`src/rtl/alu_op_sequencer_pkg.sv`:
```
// Shared constants for the ALU op sequencer: opcodes, FSM state encodings and
// bit positions within the 7-bit one-hot strobe vector.
package alu_op_sequencer_pkg;

    localparam logic [3:0] OP_NOP = 4'd0;
    localparam logic [3:0] OP_ADD = 4'd1;
    localparam logic [3:0] OP_SUB = 4'd2;
    localparam logic [3:0] OP_AND = 4'd3;
    localparam logic [3:0] OP_OR  = 4'd4;
    localparam logic [3:0] OP_XOR = 4'd5;
    localparam logic [3:0] OP_INV = 4'd6;
    localparam logic [3:0] OP_CLR = 4'd7;
    localparam logic [3:0] OP_LDI = 4'd8;

    localparam logic [1:0] StIdle  = 2'd0;
    localparam logic [1:0] StIssue = 2'd1;
    localparam logic [1:0] StDone  = 2'd2;

    localparam int unsigned NumStrobes = 7;
    localparam int unsigned STB_ADD    = 0;
    localparam int unsigned STB_SUB    = 1;
    localparam int unsigned STB_AND    = 2;
    localparam int unsigned STB_OR     = 3;
    localparam int unsigned STB_XOR    = 4;
    localparam int unsigned STB_INV    = 5;
    localparam int unsigned STB_CLR    = 6;

endpackage

```
`src/rtl/alu_opcode_decoder.sv`:
```
// Combinational opcode decode into the one-hot ALU strobe vector plus
// classification flags (ALU op, load-immediate, legal).
module alu_opcode_decoder
    import alu_op_sequencer_pkg::*;
#(
    parameter int unsigned OpcodeWidth = 4
) (
    input  logic [OpcodeWidth-1:0] opcode_i,
    output logic [NumStrobes-1:0]  strobe_o,
    output logic                   is_alu_o,
    output logic                   is_ldi_o,
    output logic                   legal_o
);

    always_comb begin
        strobe_o = '0;
        is_ldi_o = 1'b0;
        legal_o  = 1'b1;
        case (opcode_i)
            OpcodeWidth'(OP_NOP): begin
            end
            OpcodeWidth'(OP_ADD): strobe_o[STB_ADD] = 1'b1;
            OpcodeWidth'(OP_SUB): strobe_o[STB_SUB] = 1'b1;
            OpcodeWidth'(OP_AND): strobe_o[STB_AND] = 1'b1;
            OpcodeWidth'(OP_OR):  strobe_o[STB_OR]  = 1'b1;
            OpcodeWidth'(OP_XOR): strobe_o[STB_XOR] = 1'b1;
            OpcodeWidth'(OP_INV): strobe_o[STB_INV] = 1'b1;
            OpcodeWidth'(OP_CLR): strobe_o[STB_CLR] = 1'b1;
            OpcodeWidth'(OP_LDI): is_ldi_o = 1'b1;
            default:              legal_o  = 1'b0;
        endcase
        is_alu_o = |strobe_o;
    end

endmodule

```
`src/rtl/alu_op_sequencer.sv`:
```
// Issuing side of the ALU control interface: accepts one instruction at a time,
// strobes the external ALU for one cycle and captures its result in the accumulator.
module alu_op_sequencer
    import alu_op_sequencer_pkg::*;
#(
    parameter int unsigned DataWidth   = 8,
    parameter int unsigned OpcodeWidth = 4
) (
    input  logic                   clk,
    input  logic                   reset,
    input  logic                   instr_valid_i,
    output logic                   instr_ready_o,
    input  logic [OpcodeWidth-1:0] instr_opcode_i,
    input  logic [DataWidth-1:0]   instr_operand_i,
    output logic                   alu_add_o,
    output logic                   alu_sub_o,
    output logic                   alu_and_o,
    output logic                   alu_or_o,
    output logic                   alu_xor_o,
    output logic                   alu_inv_o,
    output logic                   alu_clr_o,
    output logic [DataWidth-1:0]   alu_in1_o,
    output logic [DataWidth-1:0]   alu_in2_o,
    input  logic [DataWidth-1:0]   alu_result_i,
    input  logic                   alu_overflow_i,
    output logic [DataWidth-1:0]   acc_o,
    output logic                   flag_overflow_o,
    output logic                   flag_zero_o,
    output logic                   done_o,
    output logic                   illegal_o
);

    logic [1:0]            state_q, state_d;
    logic [NumStrobes-1:0] strobe_q, strobe_d;
    logic [DataWidth-1:0]  operand_q, operand_d;
    logic [DataWidth-1:0]  acc_q, acc_d;
    logic                  ovf_q, ovf_d;
    logic                  zero_q, zero_d;
    logic                  is_ldi_q, is_ldi_d;
    logic                  illegal_q, illegal_d;

    logic [NumStrobes-1:0] dec_strobe;
    logic                  dec_is_alu;
    logic                  dec_is_ldi;
    logic                  dec_legal;

    alu_opcode_decoder #(
        .OpcodeWidth (OpcodeWidth)
    ) u_decoder (
        .opcode_i (instr_opcode_i),
        .strobe_o (dec_strobe),
        .is_alu_o (dec_is_alu),
        .is_ldi_o (dec_is_ldi),
        .legal_o  (dec_legal)
    );

    always_comb begin
        state_d   = state_q;
        strobe_d  = '0;
        operand_d = operand_q;
        acc_d     = acc_q;
        ovf_d     = ovf_q;
        zero_d    = zero_q;
        is_ldi_d  = is_ldi_q;
        illegal_d = illegal_q;
        unique case (state_q)
            StIdle: begin
                if (instr_valid_i) begin
                    operand_d = instr_operand_i;
                    is_ldi_d  = dec_is_ldi;
                    illegal_d = ~dec_legal;
                    if (dec_is_alu || dec_is_ldi) begin
                        state_d  = StIssue;
                        strobe_d = dec_strobe;
                    end else begin
                        state_d = StDone;
                    end
                end
            end
            StIssue: begin
                if (is_ldi_q) begin
                    acc_d = operand_q;
                    ovf_d = 1'b0;
                end else begin
                    acc_d = alu_result_i;
                    ovf_d = alu_overflow_i;
                end
                zero_d  = (acc_d == '0);
                state_d = StDone;
            end
            StDone:  state_d = StIdle;
            default: state_d = StIdle;
        endcase
    end

    always_ff @(posedge clk) begin
        if (!reset) begin
            state_q   <= StIdle;
            strobe_q  <= '0;
            operand_q <= '0;
            acc_q     <= '0;
            ovf_q     <= 1'b0;
            zero_q    <= 1'b0;
            is_ldi_q  <= 1'b0;
            illegal_q <= 1'b0;
        end else begin
            state_q   <= state_d;
            strobe_q  <= strobe_d;
            operand_q <= operand_d;
            acc_q     <= acc_d;
            ovf_q     <= ovf_d;
            zero_q    <= zero_d;
            is_ldi_q  <= is_ldi_d;
            illegal_q <= illegal_d;
        end
    end

    assign instr_ready_o   = (state_q == StIdle);
    assign done_o          = (state_q == StDone);
    assign illegal_o       = done_o & illegal_q;

    assign alu_add_o       = strobe_q[STB_ADD];
    assign alu_sub_o       = strobe_q[STB_SUB];
    assign alu_and_o       = strobe_q[STB_AND];
    assign alu_or_o        = strobe_q[STB_OR];
    assign alu_xor_o       = strobe_q[STB_XOR];
    assign alu_inv_o       = strobe_q[STB_INV];
    assign alu_clr_o       = strobe_q[STB_CLR];

    assign alu_in1_o       = acc_q;
    assign alu_in2_o       = operand_q;
    assign acc_o           = acc_q;
    assign flag_overflow_o = ovf_q;
    assign flag_zero_o     = zero_q;

endmodule

```
`config.mk`:
```
export PLATFORM = sky130hd
export DESIGN_NAME = alu_op_sequencer
export DESIGN_NICKNAME = d
export VERILOG_FILES = /design/src/rtl/alu_op_sequencer_pkg.sv /design/src/rtl/alu_opcode_decoder.sv /design/src/rtl/alu_op_sequencer.sv
export SDC_FILE = /design/constraint.sdc
export NUM_CORES = 1
export LEC_CHECK = 0
export BUFFER_PORTS_ARGS = -buffer_cell sky130_fd_sc_hd__buf_4
export CAP_MARGIN = 20
export CORE_MARGIN = 1
export CORE_UTILIZATION = 49
export CTS_CLUSTER_SIZE = 25
export DETAILED_ROUTE_END_ITERATION = 16
export GPL_TIMING_DRIVEN = 0
export PLACE_DENSITY = 0.93
export SKIP_LAST_GASP = 1
export SYNTH_ARGS = -nofsm -noshare
export SYNTH_HDL_FRONTEND = slang
export SYNTH_SLANG_ARGS = --single-unit
```
`constraint.sdc`:
```
create_clock -name clk -period 2.1 [get_ports clk]
set_clock_uncertainty 0.2 [all_clocks]
set_input_delay 0.21 -clock clk [delete_from_list [all_inputs] [get_ports clk]]
set_output_delay 0.21 -clock clk [all_outputs]
set_load 0.02 [all_outputs]
```
=== After elaboration in Yosys (flattened, before gate mapping) ===
Cells that the tools add are included.

* Reductions and logical operators: 8
* Bitwise logic cells: 2
* Eq/ne operators: 11
* Multiplexer cells: 15

{| class="wikitable"
|+ Operators with widths
! kind !! number
|-
| 4-bit by 3-bit == test with 1-bit output (second input constant) || 4
|-
| 8-bit 2-to-1 mux || 2
|-
| 1-bit 2-to-1 mux || 10
|-
| 9-bit OR reduction || 1
|-
| 4-bit by 2-bit == test with 1-bit output (second input constant) || 2
|-
| 8-bit logical NOT || 1
|-
| 7-bit OR reduction || 1
|-
| 4-bit by 1-bit == test with 1-bit output (second input constant) || 1
|-
| 4-bit == test (second input constant) || 1
|-
| 4-bit logical NOT || 1
|-
| 2-bit 2-to-1 mux || 2
|-
| 2-bit case mux with 2 select lines || 1
|-
| 4-bit AND reduction || 1
|-
| 2-bit by 1-bit == test with 1-bit output (second input constant) || 1
|-
| 2-bit == test (second input constant) || 1
|-
| 2-bit logical NOT || 1
|-
| 2-bit inequality test (second input constant) || 1
|-
| 2-bit AND reduction || 1
|-
| 1-bit bitwise AND || 1
|-
| 1-bit logical OR || 1
|-
| 1-bit inverter || 1
|}

* Input bits: 24
* Output and inout bits: 36
* Flip-flop bits (word level): 29
* Logic and storage cells: 44

=== Longest topological paths before layout ===
* Word-level depth: 7
* Depth in mapped cells: 5
* Depth with buffers taken out: 3

=== Modules after synthesis ===
From an unflattened synthesis, not the netlist that was laid out.

* Cell total of the unflattened synthesis: 130
* Area total of the unflattened synthesis: 1296.2 µm²

{| class="wikitable"
|+ By module, submodules not included
! module !! area an instance (µm²) !! sequential area each (µm²) !! instances !! cells each
|-
| alu_op_sequencer || 1208.7 || 580.6 || 1 || 115
|-
| alu_opcode_decoder || 87.6 || 0.0 || 1 || 15
|}

=== Least setup slack after synthesis ===
No wires, ideal clock.

* Kind: register -> output
* From: register state_q[1]
* To: output port illegal_o
* Required time: 1.690 ns
* Buffers on the path: 0
* Cell stages (with the launch flop): 3
* Setup slack: 0.616 ns
* Arrival: 1.074 ns
* Cell sequence: dfxtp_1 > nor2b_1 > and2_1

* Cells in the longest elaborated chain, start to end: 2

{| class="wikitable"
|+ Ends and longest elaborated chain
! element !! line !! RTL
|-
| from (decl) || alu_op_sequencer.sv:33 || <nowiki>logic [1:0] state_q, state_d;</nowiki>
|-
| from (signal assigned) || alu_op_sequencer.sv:98 || <nowiki>state_q <= StIdle;</nowiki>
|-
| from (signal assigned) || alu_op_sequencer.sv:107 || <nowiki>state_q <= state_d;</nowiki>
|-
| 2-bit == test || alu_op_sequencer.sv:119 || <nowiki>assign done_o = (state_q == StDone);</nowiki>
|-
| via done_o || alu_op_sequencer.sv:29 || <nowiki>output logic done_o,</nowiki>
|-
| 1-bit bitwise AND || alu_op_sequencer.sv:120 || <nowiki>assign illegal_o = done_o & illegal_q;</nowiki>
|-
| to (decl) || alu_op_sequencer.sv:30 || <nowiki>output logic illegal_o</nowiki>
|}

The timed path passes the listed nets, and every way through them passes these cells.

=== Final worst setup path ===
* From: register state_q[1]
* To: register strobe_q[0]

* Cells in the longest elaborated chain, start to end: 2

{| class="wikitable"
|+ Ends and longest elaborated chain
! element !! line !! RTL
|-
| 2-bit logical NOT || alu_op_sequencer.sv:66 || <nowiki>unique case (state_q)</nowiki>
|-
| 4-bit AND reduction (no line) || -- ||
|-
| to (signal assigned) || alu_op_sequencer.sv:108 || <nowiki>strobe_q <= strobe_d;</nowiki>
|-
| to (decl) || alu_op_sequencer.sv:34 || <nowiki>logic [NumStrobes-1:0] strobe_q, strobe_d;</nowiki>
|}

No other way between the ends.
A chain may end at the register's enable or synchronous reset.

==> results.yml <==
synth:
  syn_area_per_cell_um2: 9.45
  syn_nets: 159
  ys_seq_area_share_pct: 45.5
  synth_cell_types: 30
  synth_area_leader_cell: "dfxtp_1"
  yosys-top-cells-area: "dfxtp_1, nand2_1, a21boi_1, mux2i_1, o211a_1"
  syn_inst: 135
  synth_edf_count: 0
  synth_warnings: 0
  netlist_area_um2: 1280
  synthFlopType: "dfxtp_1"
  ys_ff_latch: 29
  synth_async_sr_flop_share_pct: 0
  yosysTopAreaCellShare_pct: 45.5
setup_path:
  cp_num_buf_inv: 2
  worstPathArrival_ns: 2.10
  endpoint_kind: "flop"
  reg2reg_slack_ns: 0.08
  crit_type: "reg2reg"
  path_delay_family: "buffers and inverters"
  r2r_start: "state_q[1]"
  crit_slowest_cell: "dlygate4sd3_1"
  cp.required_ns: 2.18
  timing.critical_path.from_type: "flop"
  slowest_delay_ns: 0.58
  r2r_end: "strobe_q[0]"
  path_max_fanout: 10
  worstPathCellList: "or3b_4 -> buf_6 -> nor4_2 -> dlygate4sd3_1"
  reg2reg_depth: 4
sta:
  finalSetupTns_ns: 0
  max_clock_freq_mhz: 495
  post-route-period-util_pct: 96.2
  setup_viol: 0
  rsz0062_at_grt: "false"
  max_slew.worst_pin.slew_ns: 0.443
  slew_viol_final: 0
  slew_headroom_pct: 70.4
  period_needed_ns: 2.02
  hold_viol: 0
drt:
  routedWlPerCell_um: 15.0
  antenna_left: 0
  drt-total-wl_mm: 3.75
  num_vias: 1288
  drtIter0Drc: 20
  drc: 0
  drt_first_pass_iters: 4
  viasPerCell: 5.17
cts:
  clk_latency_ns: 0.34
  clk_pin_slew_ns: 0.10
  post-cts-setup-buffer-count: 0
  root_buffer: "clkbuf_4"
  cts_tree: "yes"
  clkSinkCount: 29
  cts_max_level: 2
  cts_max_path_buffers: 2
  cts-buffers-inserted: 5
floorplanning:
  dieHeight_um: 53.0
  ioPinCount: 60
  fp.dieW_um: 53.0
  row_count: 18
  die-area_um2: 2810
  core_area_um2: 2480
  start_util_pct: 51.5
final_layout:
  utilization_pct: 79.8
  stdcell_count: 249
  area_delta_synth_final_pct: 55.0
  nNetsFinal: 242
  fill_cells: 158
  layout_common_cells: "buf_4, nand2_1, dfxtp_1, dlygate4sd3_1, a21boi_1"
  layout_commonest_cell: "buf_4"
  antennaDiodeCount: 0
  drive_gt1_share_pct: 38.8
hold_path:
  whs_path_depth: 4
  hold_class: "in2reg"
  hp-start: "alu_result_i[2]"
  hold-path-endpoint: "acc_o[2]"
place:
  dpl.cell_count: 224
  place.gp.congestion: 0.813
  io_buffers: 59
  post-dp-hpwl_mm: 2.43
global_route:
  grt_pass1_vias: 1204
  grt-ovfl-total: 0
  grt_antenna_before_repair: 0
  grt_first_pass_wirelength_mm: 5.48
  grt_max_degree: 11
  grtUsageTotal_pct: 28.2
status:
  status: "complete, no violations"
job:
  cap_violations: 0
pwr:
  vdd_ir_drop_max_uv: 520
  power_density_nw_per_um2: 604
  power_leakage_uw: 0.000968
worst register-to-register path, cell delays in order, from the launching register on:
cell	delay (ns)
dfxtp_1	0.38
or3b_4	0.45
buf_6	0.16
nor4_2	0.20
dlygate4sd3_1	0.58
cell type report:
type	count	area, um2	share of cell area (%)
clock inverter	2	10.0	0.506
multi-input combinational	90	591	29.9
sequential	29	581	29.3
tap	30	37.5	1.90
timing repair buffer	76	613	31.0
inverter	1	3.75	0.190
clock buffer	6	41.3	2.09
buffer	15	101	5.12
logic make-up (layout without fill, tap and decap cells):
kind of cell / Yosys count / after routing / share of synthesized area [%]
simple gates: 56 / 56 / 23.6
flops: 29 / 29 / 45.5
mux: 8 / 8 / 6.27
compound gates: 25 / 25 / 15.7
xor+xnor: 1 / 1 / 0.686
buf+inv: 16 / 100 / 8.23
metrics by stage:
| stage | area (um2) | hold slack [ns] | power [uW] | setup slack [ns] |
|---|---|---|---|---|
| floorplan | 1280 | 0.0797 | 740 | 0.616 |
| global placement | 1760 | 0.229 | 846 | 0.642 |
| detailed placement | 1760 | 0.237 | 855 | 0.614 |
| CTS | 1980 | 0.0257 | 1200 | 0.0822 |
| global route | 1980 | 0.0465 | 1240 | 0.0274 |
| finish | 1980 | 0.0248 | 1200 | 0.0789 |
synthesized netlist by cell type, types with 2 or more instances:
cell type / instances
nand2_1: 30
clkbuf_1: 2
mux2i_1: 8
nor3_2: 2
a21boi_1: 11
nor2b_1: 3
buf_4: 9
dfxtp_1: 29
nand3b_1: 2
nor3_1: 3
o211a_1: 8
nand3_1: 2
nor4b_1: 2
nor4_2: 2
buf_2: 3
o21ai_0: 2
nor2_1: 3
nor4_1: 2
state kept, by name (all words and copies together), names as in the netlist:
| signal | flops |
|---|---|
| acc_o | 8 |
| alu_in2_o | 8 |
| flag_overflow_o | 1 |
| flag_zero_o | 1 |
| illegal_q | 1 |
| is_ldi_q | 1 |
| state_q | 2 |
| strobe_q | 7 |
timing repair:
item,in CTS,in global routing
endpoints found under the hold margin,18,0
hold buffers,17,0
resized for setup,0,0
where the power goes:
| part | switching (uW) | internal [uW] | total, uW |
|---|---|---|---|
| clock | 198 | 127 | 325 |
| combinational | 132 | 139 | 271 |
| sequential | 24.7 | 575 | 600 |
worst max path at each step:
| stage | start | endpoint | slack (ns) | cells after the start |
|---|---|---|---|---|
| after floorplan | state_q[1] | illegal_o | 0.62 | 2 |
| after global placement | state_q[0] | acc_o[6] | 0.64 | 5 |
| after detailed placement | state_q[0] | acc_o[6] | 0.61 | 5 |
| after CTS | state_q[1] | strobe_q[0] | 0.08 | 4 |
| after global routing | state_q[1] | strobe_q[3] | 0.03 | 4 |
| final | state_q[1] | strobe_q[0] | 0.08 | 4 |
per-layer routing:
metal / wire length, um / GRT usage [%] / vias up
li1: - / - / 626
met5: 0 / 0 / -
met3: 139 / 5.75 / 11
met1: 1410 / 29.9 / 608
met2: 2090 / 51.3 / 43
met4: 107 / 15.4 / 0
Note: power is estimated with default switching activity, not from simulation.
